===== config.mk =====
export PLATFORM = sky130hd
export DESIGN_NAME = fault_resp_analyzer
export DESIGN_NICKNAME = d
export VERILOG_FILES = /design/src/rtl/fault_resp_analyzer.sv
export SDC_FILE = /design/constraint.sdc
export NUM_CORES = 1
export LEC_CHECK = 0
export BUFFER_PORTS_ARGS = -buffer_cell sky130_fd_sc_hd__buf_2
export CORE_AREA = 4 4 53 55
export DETAILED_ROUTE_END_ITERATION = 10
export DIE_AREA = 0 0 57 59
export HOLD_SLACK_MARGIN = 0.05
export PLACE_DENSITY_LB_ADDON = 0.05
export SYNTH_ARGS = -nofsm -noshare
export SYNTH_HDL_FRONTEND = slang
export SYNTH_SLANG_ARGS = --single-unit

===== constraint.sdc =====
create_clock -name clk -period 2.85 [get_ports clk]
set_input_delay 0.285 -clock clk [delete_from_list [all_inputs] [get_ports clk]]
set_output_delay 0.285 -clock clk [all_outputs]
set_load 0.01 [all_outputs]

===== src/rtl/fault_resp_analyzer.sv =====
`default_nettype none
// ---------------------------------------------------------------------------
// fault_resp_analyzer : stuck-at fault response checker with detection
// bitmap, count and first-hit capture. Optional MISR via RESP_MISR_EN.
// Revision: 1.0
// ---------------------------------------------------------------------------
module fault_resp_analyzer #(
  parameter int PAT_W  = 3,
  parameter int RESP_W = 1
) (
  input  logic                  clk,
  input  logic                  rst_n,
  input  logic                  start,
  input  logic                  in_valid,
  output logic                  in_ready,
  input  logic [PAT_W-1:0]      in_pat,
  input  logic [RESP_W-1:0]     in_good,
  input  logic [RESP_W-1:0]     in_faulty,
  output logic [2**PAT_W-1:0]   det_map,
  output logic [PAT_W:0]        det_cnt,
  output logic [PAT_W-1:0]      first_det,
  output logic                  first_det_vld,
  output logic                  fault_detected,
  output logic                  busy,
`ifdef RESP_MISR_EN
  output logic [7:0]            misr_sig,
`endif
  output logic                  done
);

  localparam int             NUM_PAT = 2**PAT_W;
  localparam logic [PAT_W:0] c_NUM   = (PAT_W+1)'(NUM_PAT);
  localparam logic [PAT_W:0] c_LAST  = (PAT_W+1)'(NUM_PAT-1);

  typedef enum logic [1:0] {
    S_IDLE    = 2'd0,
    S_COLLECT = 2'd1,
    S_DONE    = 2'd2
  } state_t;

  state_t               r_state;
  logic [NUM_PAT-1:0]   r_det_map;
  logic [PAT_W:0]       r_det_cnt;
  logic [PAT_W-1:0]     r_first_det;
  logic                 r_first_vld;
  logic [PAT_W:0]       r_beat_cnt;
  logic                 r_in_ready;
  logic                 r_busy;
  logic                 r_done;

  logic w_accept;
  logic w_hit;
  logic w_new;
  logic w_last;

  // A start in COLLECT wins over a beat offered in the same cycle.
  assign w_accept = in_valid & r_in_ready & ~start;
  assign w_hit    = (in_good != in_faulty);
  assign w_new    = w_hit & ~r_det_map[in_pat];
  assign w_last   = (r_beat_cnt == c_LAST);

  always_ff @(posedge clk or negedge rst_n) begin
    if (!rst_n) begin
      r_state     <= S_IDLE;
      r_det_map   <= '0;
      r_det_cnt   <= '0;
      r_first_det <= '0;
      r_first_vld <= 1'b0;
      r_beat_cnt  <= '0;
      r_in_ready  <= 1'b0;
      r_busy      <= 1'b0;
      r_done      <= 1'b0;
    end else begin
      case (r_state)
        S_IDLE, S_DONE, S_COLLECT: begin
          if (start) begin
            r_state     <= S_COLLECT;
            r_det_map   <= '0;
            r_det_cnt   <= '0;
            r_first_det <= '0;
            r_first_vld <= 1'b0;
            r_beat_cnt  <= '0;
            r_in_ready  <= 1'b1;
            r_busy      <= 1'b1;
            r_done      <= 1'b0;
          end else if (w_accept) begin
            r_beat_cnt <= r_beat_cnt + 1'b1;
            if (w_hit) begin
              r_det_map[in_pat] <= 1'b1;
              if (w_new && (r_det_cnt != c_NUM))
                r_det_cnt <= r_det_cnt + 1'b1;
              if (!r_first_vld) begin
                r_first_det <= in_pat;
                r_first_vld <= 1'b1;
              end
            end
            if (w_last) begin
              r_state    <= S_DONE;
              r_in_ready <= 1'b0;
              r_busy     <= 1'b0;
              r_done     <= 1'b1;
            end
          end
        end
        default: begin
          r_state    <= S_IDLE;
          r_in_ready <= 1'b0;
          r_busy     <= 1'b0;
          r_done     <= 1'b0;
        end
      endcase
    end
  end

`ifdef RESP_MISR_EN
  localparam int DW = 2*RESP_W;
  logic [DW+7:0] w_misr_ext;
  logic [7:0]    w_misr_in;
  logic [7:0]    r_misr;

  assign w_misr_ext = {8'd0, in_good, in_faulty};
  assign w_misr_in  = w_misr_ext[7:0];

  // Galois form of x^8+x^4+x^3+x^2+1 (feedback mask 0x1D).
  always_ff @(posedge clk or negedge rst_n) begin
    if (!rst_n)
      r_misr <= '0;
    else if (start)
      r_misr <= '0;
    else if (w_accept)
      r_misr <= {r_misr[6:0], 1'b0} ^ (r_misr[7] ? 8'h1D : 8'h00) ^ w_misr_in;
  end

  assign misr_sig = r_misr;
`endif

  assign in_ready       = r_in_ready;
  assign det_map        = r_det_map;
  assign det_cnt        = r_det_cnt;
  assign first_det      = r_first_det;
  assign first_det_vld  = r_first_vld;
  assign fault_detected = |r_det_map;
  assign busy           = r_busy;
  assign done           = r_done;

endmodule
`default_nettype wire


==> run summary, run 1 <==
Critical Path AT - 2.13 ns
Critical Path End Type - register
Gr ovfl total - 0
TritonCTS buffer count - 3
Leak pwr - 0.000653 uW
CTS tree - done
Fillers - 233
Flop pwr share - 0.558
Setup CP Type - register to register
Comb power frac - 0.155
Diodes inserted - 0
Row cnt - 18
Layout area overhead - 18.5%
Yosys warns - 0
Number of global-route vias before repair - 884
CTS root buffer - clkbuf_4
Storage cell area - 551 sq um
Rel. slew slack - 0.436
Chip width - 57 microns
Register area share after synthesis - 0.496
Initial antenna violation count - 0
Largest net degree at the start of global routing - 23
Clock share of power - 0.287
Layout cells sized above 1 - 0.264
Layout Nets - 157
Mapped Area - 1110 sq um
Power Internal - 441 uW
VDD IR max - 0.000240 V
Worst-skew pair later-pin latency - 0.31 ns
Cts repair resizes - 0
Post-synth cell types - 28
Post-route design area - 1320 sq um
Largest area contributor in the netlist - dfrtp_1
Vias/cell - 5.44
Placer Congestion - 0.853
Syn Area/Cell - 9.65 sq um
Area of the multi-input gates - 526 sq um
Final Hold Fails - 0
Setup violators final - 0
EDFF count, synth - 0
Max Cap Viol - 0
Clk buf depth - 2
Routed len/inst - 14.0 microns
Initial cell density of the core - 0.465
Syn Inst Count - 115
Clk slew on worst S/H paths - 0.13 ns
Via Count - 946
Switching share of power - 0.271
Hold Path Class - input port to register
Synth Flop Type - dfrtp_1
Mapped Nets - 127
Die area - 3360 sq um
Clk sink count - 22
Fraction of registers with async set/reset - 1.00
First-pass GRT wire length - 4100 microns
TritonRoute pass-1 iters - 4
H-tree depth - 1
Period utilisation layout - 0.668
PortBufs - 28
Area contributors post-synth - dfrtp_1 (50%), nor2_1 (4.7%), nand2_1 (4.4%)
Die height - 59 microns
Ports - 29
RSZ-0062 raised after global routing - false
Initial DRC Count - 21
CP Launch Type - register
Outcome - finished clean
Routed WL - 2430 microns
Max-slew violations - 0
PwrDens - 461 nW/um^2
Number of synthesized register bits - 22
HPWL after DPL - 1760 microns
Max Clk Rate - 0.525 GHz
Placed inst area - 1270 sq um
Gr usage total - 0.158
Switching power total - 164 uW
Post-route ant nets - 0
Final Skew - 0.00696 ns
DRC - 0
Setup TNS - 0 ns
Synth top area share - 0.496
Period minus WS final - 1.90 ns
CORE AREA - 2390 sq um
Worst-margin pin slew - 0.846 ns
Crit Path Max Fanout - 7
CP required - 3.08 ns
metrics by stage:
stage           util  cells  hold slack [ns]  setup slack [ns]  total power [uW]
6_report       0.551    174            0.229             0.947               606
5_1_grt        0.551    174            0.204             0.739               641
2_1_floorplan      -    115          -0.0106              1.08               396
4_1_cts        0.551    174            0.209             0.932               616
3_3_place_gp   0.531    169            0.275             0.890               437
3_5_place_dp   0.531    169            0.280             0.868               438
power by group through the flow:
stage	registers [uW]	logic [uW]	clock network (uW)
floorplan	347	48.7	0
global placement	344	93.9	0
detailed placement	344	93.9	0
CTS	338	95.6	182
global route	340	106	195
finish	338	93.9	174
per-layer routing:
layer  GRT usage  routed length [microns]  vias up
met5           0                        0        -
met4      0.0596                       21        0
met3      0.0261                       90        2
met2       0.235                     1120       19
met1       0.231                     1200      457
li1            -                        -      468
critical path, stage by stage, from the launching register on:
cell	delay [ns]
dfrtp_1	0.43
mux2_4	0.27
a222oi_1	0.39
nand4_2	0.23
or3_1	0.35
a21oi_1	0.15
cell usage in the layout, fill, tap and decap left out:
cell type / n
nand3b_1: 1
a22o_1: 5
nor4_1: 2
nand4_2: 1
buf_2: 28
nor3b_1: 3
dlygate4sd3_1: 1
mux2_2: 4
inv_1: 4
nor2_1: 14
and3_1: 1
a222oi_1: 1
dfrtp_1: 22
mux2i_1: 1
nand2_1: 13
nor3_1: 2
ha_1: 3
a32o_1: 1
xnor2_1: 2
nor2b_1: 2
mux2_4: 1
a21o_1: 1
a31oi_1: 2
or3_1: 2
clkbuf_4: 3
o21ai_0: 6
clkbuf_8: 1
xor2_1: 1
a21oi_1: 8
nand3_1: 8
repair_timing:
action / in CTS / in global routing
setup endpoints to repair: 0 / 0
hold endpoints to repair: 22 / 0
buffers inserted: 0 / 0
hold buffers: 1 / 0
cell families after synthesis:
logic type / count (synthesis) / synth area share
AND/OR/NAND/NOR: 49 / 0.214
flip-flops: 22 / 0.496
buffers and inverters: 8 / 0.0304
AO/OA/AOI/OAI: 24 / 0.139
multiplexers: 6 / 0.0631
XOR/XNOR: 3 / 0.0237
adder cells (fa/ha/maj): 3 / 0.0338
registers in the layout, summed over array words and instances, names as in the netlist:
name and flops:
done 1, det_cnt 4, r_state 1, r_beat_cnt 4
first_det 3, det_map 8, first_det_vld 1
area by class of cell:
type,count,area share
multi-input combinational,85,0.400
tap,30,0.0285
sequential,22,0.419
clock buffer,4,0.0276
inverter,4,0.0114
timing repair buffer,29,0.114
cells in the mapped netlist (2+ instances only):
master	n
a21oi_1	8
nor3_1	2
nor2_1	14
dfrtp_1	22
nand3_1	8
mux2_2	4
a22o_1	5
inv_1	4
nor3b_1	3
nor4_1	2
a31oi_1	2
clkbuf_1	3
nor2b_1	2
nand2_1	13
ha_1	3
or3_1	2
o21ai_0	6
xnor2_1	2
worst paths after layout:
check	start	endpoint	slack [ns]	cells past startpoint
max	det_map[0]$_DFFE_PN0P_	det_cnt[2]$_DFFE_PN0P_	0.95	5
min	start	done$_DFFE_PN0P_	0.23	2
max reg2reg	det_map[0]$_DFFE_PN0P_	det_cnt[2]$_DFFE_PN0P_	0.95	5
min reg2reg	first_det[2]$_DFFE_PN0P_	first_det[2]$_DFFE_PN0P_	0.53	2
max in group asynchronous	rst_n	r_beat_cnt[2]$_DFFE_PN0P_	2.05	2
min in group asynchronous	rst_n	det_map[3]$_DFFE_PN0P_	0.46	2
(Power assumes the default switching activity.)
==> run 2, diff against run 1 <==
--- a/config.mk
+++ b/config.mk
@@ -6,9 +6,9 @@
 export NUM_CORES = 1
 export LEC_CHECK = 0
 export BUFFER_PORTS_ARGS = -buffer_cell sky130_fd_sc_hd__buf_2
-export CORE_AREA = 4 4 53 55
+export CORE_AREA = 4 4 55 57
 export DETAILED_ROUTE_END_ITERATION = 10
-export DIE_AREA = 0 0 57 59
+export DIE_AREA = 0 0 59 61
 export HOLD_SLACK_MARGIN = 0.05
 export PLACE_DENSITY_LB_ADDON = 0.05
 export SYNTH_ARGS = -nofsm -noshare
==> constraint.sdc (replaced) <==
create_clock -name clk -period 1.7 [get_ports clk]
set_input_delay 0.17 -clock clk [delete_from_list [all_inputs] [get_ports clk]]
set_output_delay 0.17 -clock clk [all_outputs]
set_load 0.01 [all_outputs]
==> run 2 against run 1 <==
Against the previous run: highest routed layer unchanged; power rose by 62%; the run now ends with setup timing left; clock skew rose by 0.0034 ns; final cell count rose by 7.5%.
==> run summary, run 2 (synthesis results as in run 1) <==
Initial cell density of the core - 0.448 (was 0.465)
Hold Path Class - input port to register (unchanged)
Outcome - complete, but fails checks (was finished clean)
Max incr delay on CP - 0.40 ns (was 0.43 ns)
RSZ-0062 raised after global routing - true (was false)
Crit path cell chain - mux2_2 -> a222oi_1 -> nand4_2 -> or3_1 -> a21oi_1 (was mux2_4 -> a222oi_1 -> nand4_2 -> or3_1 -> a21oi_1)
Die height - 61 microns (was 59 microns)
Row cnt - 18 (unchanged)
CTS root buffer - clkbuf_4 (unchanged)
Gr usage total - 0.161 (was 0.158)
Routed len/inst - 14.0 microns (about the same)
H-tree depth - 1 (unchanged)
PwrDens - 696 nW/um^2 (was 461 nW/um^2)
Fillers - 239 (was 233)
Final Hold Fails - 0 (unchanged)
Period minus WS final - 1.78 ns (was 1.90 ns)
TritonRoute pass-1 iters - 4 (unchanged)
Routed WL - 2630 microns (was 2430 microns)
Max reg flops - 8 (unchanged)
Met1 Track Usage GR - 0.201 (was 0.231)
Vias/cell - 5.35 (was 5.44)
Worst-margin pin slew - 0.499 ns (was 0.846 ns)
Critical Path AT - 2.01 ns (was 2.13 ns)
Chip width - 59 microns (was 57 microns)
Setup violators final - 3 (was 0)
Critical Path End Type - register (unchanged)
Via Count - 1,000 (was 946)
Non-Filler Instances - 187 (was 174)
Layout cells sized above 1 - 0.331 (was 0.264)
CORE AREA - 2480 sq um (was 2390 sq um)
CP max stage cell - dfrtp_1 (unchanged)
Max Cap Viol - 0 (unchanged)
Die area - 3600 sq um (was 3360 sq um)
Final Skew - 0.0104 ns (was 0.00696 ns)
Largest net degree at the start of global routing - 23 (unchanged)
PortBufs - 28 (unchanged)
Routing usage on met3 - 0.0255 (was 0.0261)
DRC - 0 (unchanged)
Initial DRC Count - 33 (was 21)
Placed cells - 182 (was 169)
Setup ws final - -0.0758 ns (was 0.947 ns)
Layout Nets - 171 (was 157)
Max Clk Rate - 0.563 GHz (was 0.525 GHz)
Placer Congestion - 0.776 (was 0.853)
Worst-skew pair later-pin latency - 0.31 ns (about the same)
HPWL after DPL - 2020 microns (was 1760 microns)
Clk sink count - 22 (unchanged)
Final Core Density - 0.570 (was 0.551)
Crit Path Max Fanout - 5 (was 7)
Period utilisation layout - 1.04 (was 0.668)
Grt met2 use - 0.263 (was 0.235)
Commonest non-fill, non-tap cell in the layout - buf_2 (unchanged)
Reg2reg setup slack - -0.08 ns (was 0.95 ns)
Max-slew violations - 0 (unchanged)
Initial antenna violation count - 0 (unchanged)
Leak pwr - 0.000719 uW (was 0.000653 uW)
Gr ovfl total - 0 (unchanged)
Layout area overhead - 27.3% (was 18.5%)
TritonCTS buffer count - 3 (unchanged)
Number of global-route vias before repair - 1,012 (was 884)
First-pass GRT wire length - 4300 microns (was 4100 microns)
Ports - 29 (unchanged)
CTS tree - done (unchanged)
Busiest metal layer after global routing - met2 (unchanged)
CP required - 1.94 ns (was 3.08 ns)
Clk buf depth - 2 (unchanged)
Diodes inserted - 0 (unchanged)
Setup CP Type - register to register (unchanged)
Failing checks - setup timing
Post-route ant nets - 0 (unchanged)
VDD IR max - 0.000433 V (was 0.000240 V)
Rel. slew slack - 0.668 (was 0.436)
CP Launch Type - register (unchanged)
Commonest cells after routing, fill and taps aside - buf_2 (28), dfrtp_1 (22), nor2_1 (14), buf_4 (14), nand2_1 (13) (was buf_2 (28), dfrtp_1 (22), nor2_1 (14), nand2_1 (13))
Clk slew on worst S/H paths - 0.12 ns (was 0.13 ns)
==> run 2: cell types whose count changed in the layout (fill, tap and decap cells not counted) <==
cell | previous run | this run
buf_4 | 0 | 14
nor4_1 | 2 | 1
nor4_2 | 0 | 1
clkbuf_8 | 1 | 0
==> run 2: timing repair <==
action | in CTS | in global routing
hold buffers | 1 | 0
buffers inserted | 1 | 0
endpoints found under the hold margin | 22 | 0
gates resized for setup | 0 | 1
gates cloned | 0 | 0
setup endpoints to repair | 3 | 5
==> run 2: metrics by stage <==
step / cell area (sq um) / power (uW) / worst slack (ns) / hold slack (ns) / TNS [ns]
after floorplan: 1110 / 665 / -0.0470 / -0.126 / -0.0934
after global placement: 1370 / 748 / -0.0383 / 0.161 / -0.0753
after detailed placement: 1370 / 752 / -0.0889 / 0.169 / -0.197
after CTS: 1410 / 993 / -0.0766 / 0.0941 / -0.142
after global routing: 1410 / 1040 / -0.163 / 0.0922 / -0.490
final: 1410 / 983 / -0.0758 / 0.0970 / -0.146
==> run 2: report_power, final <==
group | internal [uW] | switching, uW | leakage [uW] | total (uW)
Sequential | 545 | 19.0 | 0.000296 | 564
Combinational | 79.4 | 99.1 | 0.000409 | 179
Clock | 82.8 | 157 | 0.0000138 | 240
==> run 2: path summary, 6_finish.rpt <==
| check | startpoint | end | cells past startpoint |
|---|---|---|---|
| min in group asynchronous | rst_n | first_det[1]$_DFFE_PN0P_ | 2 |
| min reg2reg | first_det[2]$_DFFE_PN0P_ | first_det[2]$_DFFE_PN0P_ | 2 |
| max reg2reg | det_map[4]$_DFFE_PN0P_ | det_cnt[3]$_DFFE_PN0P_ | 5 |
| max in group asynchronous | rst_n | det_cnt[0]$_DFFE_PN0P_ | 2 |
| max | det_map[4]$_DFFE_PN0P_ | det_cnt[3]$_DFFE_PN0P_ | 5 |
| min | start | done$_DFFE_PN0P_ | 2 |
==> run 2: metal layers <==
layer	up-vias	part of all wire
met4	0	0.018
met3	4	0.062
met1	475	0.44
met5	-	0
li1	490	-
met2	31	0.47
==> run 2: area by class of cell <==
cell class	count	area, sq um	area share
Tap cell	30	37.5	0.0266
Sequential cell	22	551	0.390
Multi-Input combinational cell	85	532	0.376
Timing Repair Buffer	43	255	0.181
Clock buffer	3	22.5	0.0159
Inverter	4	15.0	0.0106
==> run 2: worst max-delay path: cells and delay by family, from the launching register on <==
kind	cells	cell delay, ns
AOI/OAI and AO/OA	2	0.52
and+or+nand+nor	2	0.52
DFF	1	0.40
muxes	1	0.26
